**src/rtl/dmem_access_unit.sv**
```systemverilog
// Load/store unit between the memory stage and a word-wide, little-endian data memory.
// Loads read a word and extract a lane; sub-word stores read, merge and write back.
module dmem_access_unit #(
    parameter int ADDR_WIDTH = 32,
    parameter int DATA_WIDTH = 32
) (
    input  logic                  clk,
    input  logic                  rst,
    input  logic                  req_valid,
    output logic                  req_ready,
    input  logic                  req_store,
    input  logic [1:0]            req_size,
    input  logic                  req_signed,
    input  logic [ADDR_WIDTH-1:0] req_addr,
    input  logic [DATA_WIDTH-1:0] req_wdata,
    output logic                  resp_valid,
    output logic [DATA_WIDTH-1:0] resp_data,
    output logic                  resp_err,
    output logic [ADDR_WIDTH-1:0] mem_addr,
    output logic [DATA_WIDTH-1:0] mem_wdata,
    output logic                  mem_we,
    input  logic [DATA_WIDTH-1:0] mem_rdata
);

    typedef enum logic [2:0] {
        IDLE    = 3'd0,
        ISSUE   = 3'd1,
        CAPTURE = 3'd2,
        MERGE   = 3'd3,
        RESP    = 3'd4
    } state_t;

    localparam logic [1:0] SZ_BYTE = 2'b00;
    localparam logic [1:0] SZ_HALF = 2'b01;
    localparam logic [1:0] SZ_WORD = 2'b10;

    function automatic logic bad_access(input logic [1:0] size, input logic [1:0] lane);
        logic bad;
        case (size)
            SZ_BYTE: bad = 1'b0;
            SZ_HALF: bad = lane[0];
            SZ_WORD: bad = (lane != 2'b00);
            default: bad = 1'b1;
        endcase
        return bad;
    endfunction

    function automatic logic [31:0] load_extract(input logic [31:0] word, input logic [1:0] size,
                                                 input logic [1:0] lane, input logic sgn);
        logic [7:0]  b;
        logic [15:0] h;
        logic [31:0] res;
        b = word[{lane, 3'b000} +: 8];
        h = word[{lane[1], 4'b0000} +: 16];
        case (size)
            SZ_BYTE: res = {{24{sgn & b[7]}}, b};
            SZ_HALF: res = {{16{sgn & h[15]}}, h};
            default: res = word;
        endcase
        return res;
    endfunction

    function automatic logic [31:0] store_merge(input logic [31:0] word, input logic [1:0] size,
                                                input logic [1:0] lane, input logic [15:0] wd);
        logic [31:0] res;
        res = word;
        case (size)
            SZ_BYTE: res[{lane, 3'b000} +: 8]    = wd[7:0];
            SZ_HALF: res[{lane[1], 4'b0000} +: 16] = wd;
            default: res = word;
        endcase
        return res;
    endfunction

    state_t      state_r;
    logic        store_r;
    logic [1:0]  size_r;
    logic        signed_r;
    logic [1:0]  lane_r;
    logic [15:0] wdata_r;
    logic        req_err_s;
    logic        accept_s;

    assign req_err_s = bad_access(req_size, req_addr[1:0]);
    assign accept_s  = req_valid & req_ready;

    // Request FSM; every output is a register loaded for the state being entered.
    always_ff @(posedge clk or negedge rst) begin
        if (!rst) begin
            state_r    <= IDLE;
            store_r    <= 1'b0;
            size_r     <= 2'b00;
            signed_r   <= 1'b0;
            lane_r     <= 2'b00;
            wdata_r    <= 16'h0000;
            req_ready  <= 1'b1;
            resp_valid <= 1'b0;
            resp_data  <= '0;
            resp_err   <= 1'b0;
            mem_addr   <= '0;
            mem_wdata  <= '0;
            mem_we     <= 1'b0;
        end else begin
            case (state_r)
                IDLE: begin
                    if (accept_s) begin
                        store_r   <= req_store;
                        size_r    <= req_size;
                        signed_r  <= req_signed;
                        lane_r    <= req_addr[1:0];
                        wdata_r   <= req_wdata[15:0];
                        req_ready <= 1'b0;
                        if (req_err_s) begin
                            state_r    <= RESP;
                            resp_valid <= 1'b1;
                            resp_err   <= 1'b1;
                            resp_data  <= '0;
                        end else begin
                            state_r  <= ISSUE;
                            mem_addr <= {req_addr[ADDR_WIDTH-1:2], 2'b00};
                            // Full-word stores write straight away; no read is needed.
                            if (req_store && (req_size == SZ_WORD)) begin
                                mem_we    <= 1'b1;
                                mem_wdata <= req_wdata;
                            end else begin
                                mem_we    <= 1'b0;
                                mem_wdata <= '0;
                            end
                        end
                    end else begin
                        req_ready <= 1'b1;
                    end
                end
                ISSUE: begin
                    if (store_r && (size_r == SZ_WORD)) begin
                        state_r    <= RESP;
                        resp_valid <= 1'b1;
                        resp_data  <= '0;
                        resp_err   <= 1'b0;
                        mem_we     <= 1'b0;
                        mem_addr   <= '0;
                        mem_wdata  <= '0;
                    end else begin
                        state_r <= CAPTURE;
                        mem_we  <= 1'b0;
                    end
                end
                CAPTURE: begin
                    if (store_r) begin
                        state_r   <= MERGE;
                        mem_wdata <= store_merge(mem_rdata, size_r, lane_r, wdata_r);
                        mem_we    <= 1'b1;
                    end else begin
                        state_r    <= RESP;
                        resp_valid <= 1'b1;
                        resp_data  <= load_extract(mem_rdata, size_r, lane_r, signed_r);
                        resp_err   <= 1'b0;
                        mem_addr   <= '0;
                    end
                end
                MERGE: begin
                    state_r    <= RESP;
                    resp_valid <= 1'b1;
                    resp_data  <= '0;
                    resp_err   <= 1'b0;
                    mem_we     <= 1'b0;
                    mem_addr   <= '0;
                    mem_wdata  <= '0;
                end
                RESP: begin
                    state_r    <= IDLE;
                    req_ready  <= 1'b1;
                    resp_valid <= 1'b0;
                    resp_data  <= '0;
                    resp_err   <= 1'b0;
                    mem_we     <= 1'b0;
                end
                default: begin
                    state_r    <= IDLE;
                    req_ready  <= 1'b1;
                    resp_valid <= 1'b0;
                    resp_data  <= '0;
                    resp_err   <= 1'b0;
                    mem_addr   <= '0;
                    mem_wdata  <= '0;
                    mem_we     <= 1'b0;
                end
            endcase
        end
    end

endmodule

```
**config.mk**
```make
export PLATFORM = sky130hd
export DESIGN_NAME = dmem_access_unit
export DESIGN_NICKNAME = d
export VERILOG_FILES = /design/src/rtl/dmem_access_unit.sv
export SDC_FILE = /design/constraint.sdc
export NUM_CORES = 1
export LEC_CHECK = 0
export CORE_ASPECT_RATIO = 0.8
export CORE_MARGIN = 5
export CORE_UTILIZATION = 44
export DETAILED_ROUTE_END_ITERATION = 8
export PLACE_DENSITY = 0.89
export SLEW_MARGIN = 40
export SYNTH_ARGS = -nofsm -noshare
export SYNTH_HDL_FRONTEND = slang
export SYNTH_SLANG_ARGS = --single-unit
```
**constraint.sdc**
```tcl
create_clock -name clk -period 2.1 [get_ports clk]
set_input_delay 0.42 -clock clk [delete_from_list [all_inputs] [get_ports clk]]
set_output_delay 0.42 -clock clk [all_outputs]
set_load 0.005 [all_outputs]
```
* After elaboration in Yosys (flattened, before gate mapping)
Cells that the tools add are included.
Storage, ports and cells: output and inout bits 100, bits in registers 125, logic and storage cells 90
Cells by class: equality and inequality tests 14, bitwise operators 4, reduce and logical (&&, ||, !) cells 12, add/sub/neg operators 2, shifts and indexed selects 6, muxes and demuxes 39
Operators by type and width (count):
- 2-to-1 mux 32 bit | 11
- case mux 32 bit (4 select lines) | 2
- case mux 32 bit (2 select lines) | 2
- case mux 32 bit (3 select lines) | 1
- bitwise mux 32 bit | 2
- variable shift 16 x 7 -> 32 bit, first input constant | 1
- variable shift 8 x 7 -> 32 bit, first input constant | 1
- indexed part select 16 x 7 -> 32 bit | 1
- indexed part select 32 x 6 -> 16 bit | 1
- indexed part select 32 x 6 -> 8 bit | 1
- indexed part select 8 x 7 -> 32 bit | 1
- negation 5 -> 7 bit | 2
- 2-to-1 mux 3 bit | 4
- != test 2 bit, second input constant | 6
- case mux 3 bit (4 select lines) | 1
- 2-to-1 mux 1 bit | 11
- AND reduction 5 bit | 2
- == test 3 x 2 -> 1 bit, second input constant | 2
- case mux 1 bit (3 select lines) | 2
- == test 2 x 1 -> 1 bit, second input constant | 2
- == test 2 bit, second input constant | 2
- zero test 2 bit | 2
- case mux 1 bit (2 select lines) | 2
- case mux 1 bit (4 select lines) | 1
- 11 further kinds | 14

* Longest topological paths before layout
word-level depth 6, depth in mapped cells 9

* Worst setup path before layout
Ideal clock, no wire load.
kind reg-to-reg, start register lane_r[0], end register mem_wdata[26], arrival 2224 ps, library setup time 78 ps, slack -201 ps, buffers on the path 1, required time 2022 ps, stages on the path, launching flop included 8, path through dfrtp_1 > buf_2 > inv_1 > ha_1 > nor4bb_1 > a221o_1 > a32oi_1 > o2bb2ai_1
On the way: cells in the longest elaborated chain, start to end 6, elaborated cells between the ends (all ways) 7
RTL lines:
- start, declared | RTL line 79 | logic [1:0] lane_r;
- start signal, assigned | RTL line 110 | lane_r <= req_addr[1:0];
- negation 5 -> 7 bit (*) | RTL line 68 | SZ_BYTE: res[{lane, 3'b000} +: 8] = wd[7:0];
- indexed part select 8 x 7 -> 32 bit / variable shift 8 x 7 -> 32 bit (equally long branches) | RTL line 68
- bitwise mux 32 bit (*) | RTL line 68
- case mux 32 bit (2 select lines) (*) | RTL line 67 | case (size)
- 2-to-1 mux 32 bit (*) | RTL line 149 | if (store_r) begin
- case mux 32 bit (4 select lines) (*) | RTL line 104 | case (state_r)
- end signal, assigned | RTL line 124 | mem_wdata <= req_wdata;
- end signal, assigned | RTL line 151 | mem_wdata <= store_merge(mem_rdata, size_r, lane_r, wdata_r);
- end, declared | RTL line 20 | output logic [DATA_WIDTH-1:0] mem_wdata,
Mark *: on every way between the ends. The rest lies on a longest branch, timed or not. The select of a mux whose other input is x is not followed. A chain may end at the register's enable or synchronous reset.

* Worst setup path in the final report
start register lane_r[1], end register mem_wdata[10]
On the way: cells in the longest elaborated chain, start to end 6, elaborated cells between the ends (all ways) 11
RTL lines:
- negation 5 -> 7 bit (on tied branches) | RTL line 69, 68
- indexed part select 16 x 7 -> 32 bit (tied with other cells) | RTL line 69 | SZ_HALF: res[{lane[1], 4'b0000} +: 16] = wd;
- bitwise mux 32 bit (on tied branches) | RTL line 69, 68
- case mux 32 bit (2 select lines) (*) | RTL line 67
- 2-to-1 mux 32 bit (*) | RTL line 149
- case mux 32 bit (4 select lines) (*) | RTL line 104
Marks and branches as above.

==> impl_results.md <==
- Status: completed
- Yosys Warn Count: 0
- Max VDD drop: approximately 0.8 mV
- CTS HTree Levels: 4
- Routed via count: roughly 7000
- # Max-Cap Violations: 0
- Worst reg2reg path startpoint: lane_r[1]$_DFFE_PN0P_
- Layout cells sized above 1: 0.2200
- First-pass GRT wire length: 38940 um
- Yosys top cell by area: dfrtp_1
- # rows: 41
- Worst Max-Slew Pin Slew: roughly 0.56 ns
- Critical Path Start Type: flip-flop
- Synthesis-to-finish area growth: 50.30%
- # fillers: about 1200
- CP required: roughly 2.4 ns
- Synth Instances: about 630
- Top-count cell post-synth: dfrtp_1
- DRT iter0 DRCs: approximately 1000
- Clock Latency Late Sink: roughly 0.42 ns
- Fin. Hold Viols: 0
- Layout Nets: ~1000
- Hold Slack: between 0.4 and 0.5 ns
- Met3 GRT Util: 0.09376
- Critical Path AT: 2.35 ns
- Pre-Repair DR Iteration Count: 8
- Worst Hold Class: flip-flop to flip-flop
- Max clock buf depth: 2
- Final Cycle Share: 0.9745
- Final setup viols: 0
- Async set-or-reset flop fraction in the synthesized netlist: 1.000
- Total wire length: 25670 um
- Non-Filler Instances: between 1000 and 1500
- DP Cell Count: 1082
- N_diodes: 0
- Final Max Slew Viols: 0
- Clock Pin Slew Worst Setup and Hold Paths: approximately 0.060 ns
- Via density: 6.285
- DRC errors left: 0
- PwrDens: ~1400 mW/mm2
- RSZ-0062 raised after global routing: no
- Initial antenna violation count: 1
- Total die area: ~0.018 mm2
- Synth unique cells: 69
- Worst clock skew: 0.009004 ns
- Setup slack after layout: between 0.05 and 0.06 ns
- Overall Power: around 15 mW
- Total grt overflow: 0
- Post-CTS Setup Bufs: 0
- Mapped Area: 0.006948 mm2
- Clock buffer count from CTS: 17
- CTS tree: done
- Static Leak: 4.284 nW
- Fin crit period: slightly above 2 ns
- Crit. Startpoint: lane_r[1]$_DFFE_PN0P_
- CP Max Fanout: 6
- WL per Instance: about 23 um
- Sequential fraction of the synthesis area: 0.4432
- Antenna Nets Post-Route: 0
- Setup WS pre-CTS: -0.3140 ns
- Flops & latches, synth: about 120
- Max Fclk: about 490 MHz
- Reg2Reg Setup Slack: about 0.054 ns
- Initial Util: 0.4441
- Overall Global Routing Usage: 0.2794
- Pin count of the biggest net entering global routing: 55
- Die W: roughly 150 um
- Die H: roughly 120 um
- Top-area cell type share of the netlist area: 0.4394
- Ports: approximately 200
- Hold Startpoint: mem_wdata[25]$_DFFE_PN0P_
- Synth top cells by count: dfrtp_1, o2bb2ai_1, a22o_1
- Rel. slew slack: 0.6261
- Hpwl dp: between 15000 and 20000 um
- IO buf count: 200
- Top post-synthesis cells by area: dfrtp_1, o2bb2ai_1, a22o_1
- Clk sinks: between 100 and 150
- Met1 track demand over resource: 0.3910
- Core area: 0.01565 mm2
- Clock root buffer: clkbuf_16
- WS Path Type: flip-flop to flip-flop
- CP Capture Type: flip-flop
- Vias in the first global route: 6707
- GPL Wtd Cong: between 1 and 1.5
- Synth Area per Inst: approximately 11 um2
- Post-synth EDFFs: 0
- Met2 usage: 0.4108
- GRT busiest layer: met2
- Post-synth top flop: dfrtp_1
==> metal layers <==
layer,part of all wire,vias up
met2,0.44,504
met5,0.00051,-
met3,0.13,66
li1,-,3039
met4,0.025,2
met1,0.41,3397
==> cell type report <==
class                   instances  area (um2)  area share
multi-input cells             427        3561      0.3410
flip-flops and latches        123        3082      0.2951
repair buffers                296        2873      0.2751
clock buffers                  18       439.2     0.04206
well taps                     215       269.0     0.02576
clock inverters                14       136.4     0.01306
inverters                      22       82.58    0.007908
==> placed cells by master (no fill, tap or decap), drive strengths merged, types with 4 or more instances in the layout <==
| master | instances |
|---|---|
| mux4 | 6 |
| clkinv | 6 |
| nand2b | 16 |
| a32o | 7 |
| inv | 27 |
| mux2i | 7 |
| a22o | 34 |
| o32a | 16 |
| nor2b | 15 |
| a221oi | 4 |
| buf | 96 |
| clkbuf | 18 |
| nor2 | 19 |
| a31o | 7 |
| nand2 | 10 |
| o22ai | 13 |
| nor3b | 7 |
| a21oi | 30 |
| clkdlybuf4s50 | 199 |
| nand3 | 13 |
| nand3b | 4 |
| a221o | 22 |
| o221ai | 9 |
| nor3 | 7 |
| and2 | 7 |
| a21boi | 6 |
| dfrtp | 122 |
| o21ai | 12 |
| a32oi | 20 |
| o2bb2ai | 48 |
| a22oi | 5 |
| mux2 | 29 |
| o211ai | 11 |
| a2111oi | 5 |
| ha | 5 |
==> logic make-up (layout without fill, tap and decap cells) <==
logic type,after synthesis,after routing,share of synthesized area
buffers and inverters,85,350,0.05781
AND/OR/NAND/NOR,111,111,0.09635
flip-flops,123,123,0.4432
adder cells (fa/ha/maj),5,5,0.009004
multiplexers,42,42,0.07762
other,1,2,0.0005397
AO/OA/AOI/OAI,267,267,0.3155
==> flip-flops by register name, indices dropped and copies added, names as in the netlist, 2 cells and up <==
name,count
wdata_r,16
lane_r,2
state_r,3
resp_data,32
size_r,2
mem_addr,30
mem_wdata,32
==> per-stage QoR <==
stage | utilization | instance area, um2 | setup TNS, ns
2_1_floorplan | - | 6963 | 0
3_3_place_gp | 0.6257 | 9789 | -7.979
3_5_place_dp | 0.6258 | 9791 | -10.32
4_1_cts | 0.6642 | 10390 | 0
5_1_grt | 0.6674 | 10440 | 0
6_report | 0.6674 | 10440 | 0
==> report_power, final <==
group	total, mW	switching, mW	internal, mW
Clock	2.86	1.17	1.68
Sequential	4.06	0.822	3.24
Combinational	8.10	3.94	4.16
Total	15.0	5.94	9.08
==> worst paths after layout <==
kind / end / cells past startpoint
worst max-delay path: mem_wdata[10]$_DFFE_PN0P_ / 6
worst min-delay path: mem_wdata[25]$_DFFE_PN0P_ / 1
worst max register to register: mem_wdata[10]$_DFFE_PN0P_ / 6
worst min register to register: mem_wdata[25]$_DFFE_PN0P_ / 1
max in group asynchronous: resp_data[27]$_DFFE_PN0P_ / 3
min in group asynchronous: mem_wdata[21]$_DFFE_PN0P_ / 2
==> repair_timing <==
item,in CTS,in global routing
pin swaps,0,2
hold buffers,1,0
endpoints found under the setup margin,6,19
hold endpoints to repair,8,0
gates resized for setup,4,11
==> worst max-delay path, cell delays in order, from the launching register on <==
cell       delay, ns
dfrtp_1         0.40
inv_1           0.19
ha_2            0.37
and4b_2         0.30
a221o_1         0.35
a32oi_2         0.24
o2bb2ai_1       0.08
Power figures use the tool's default switching activity.
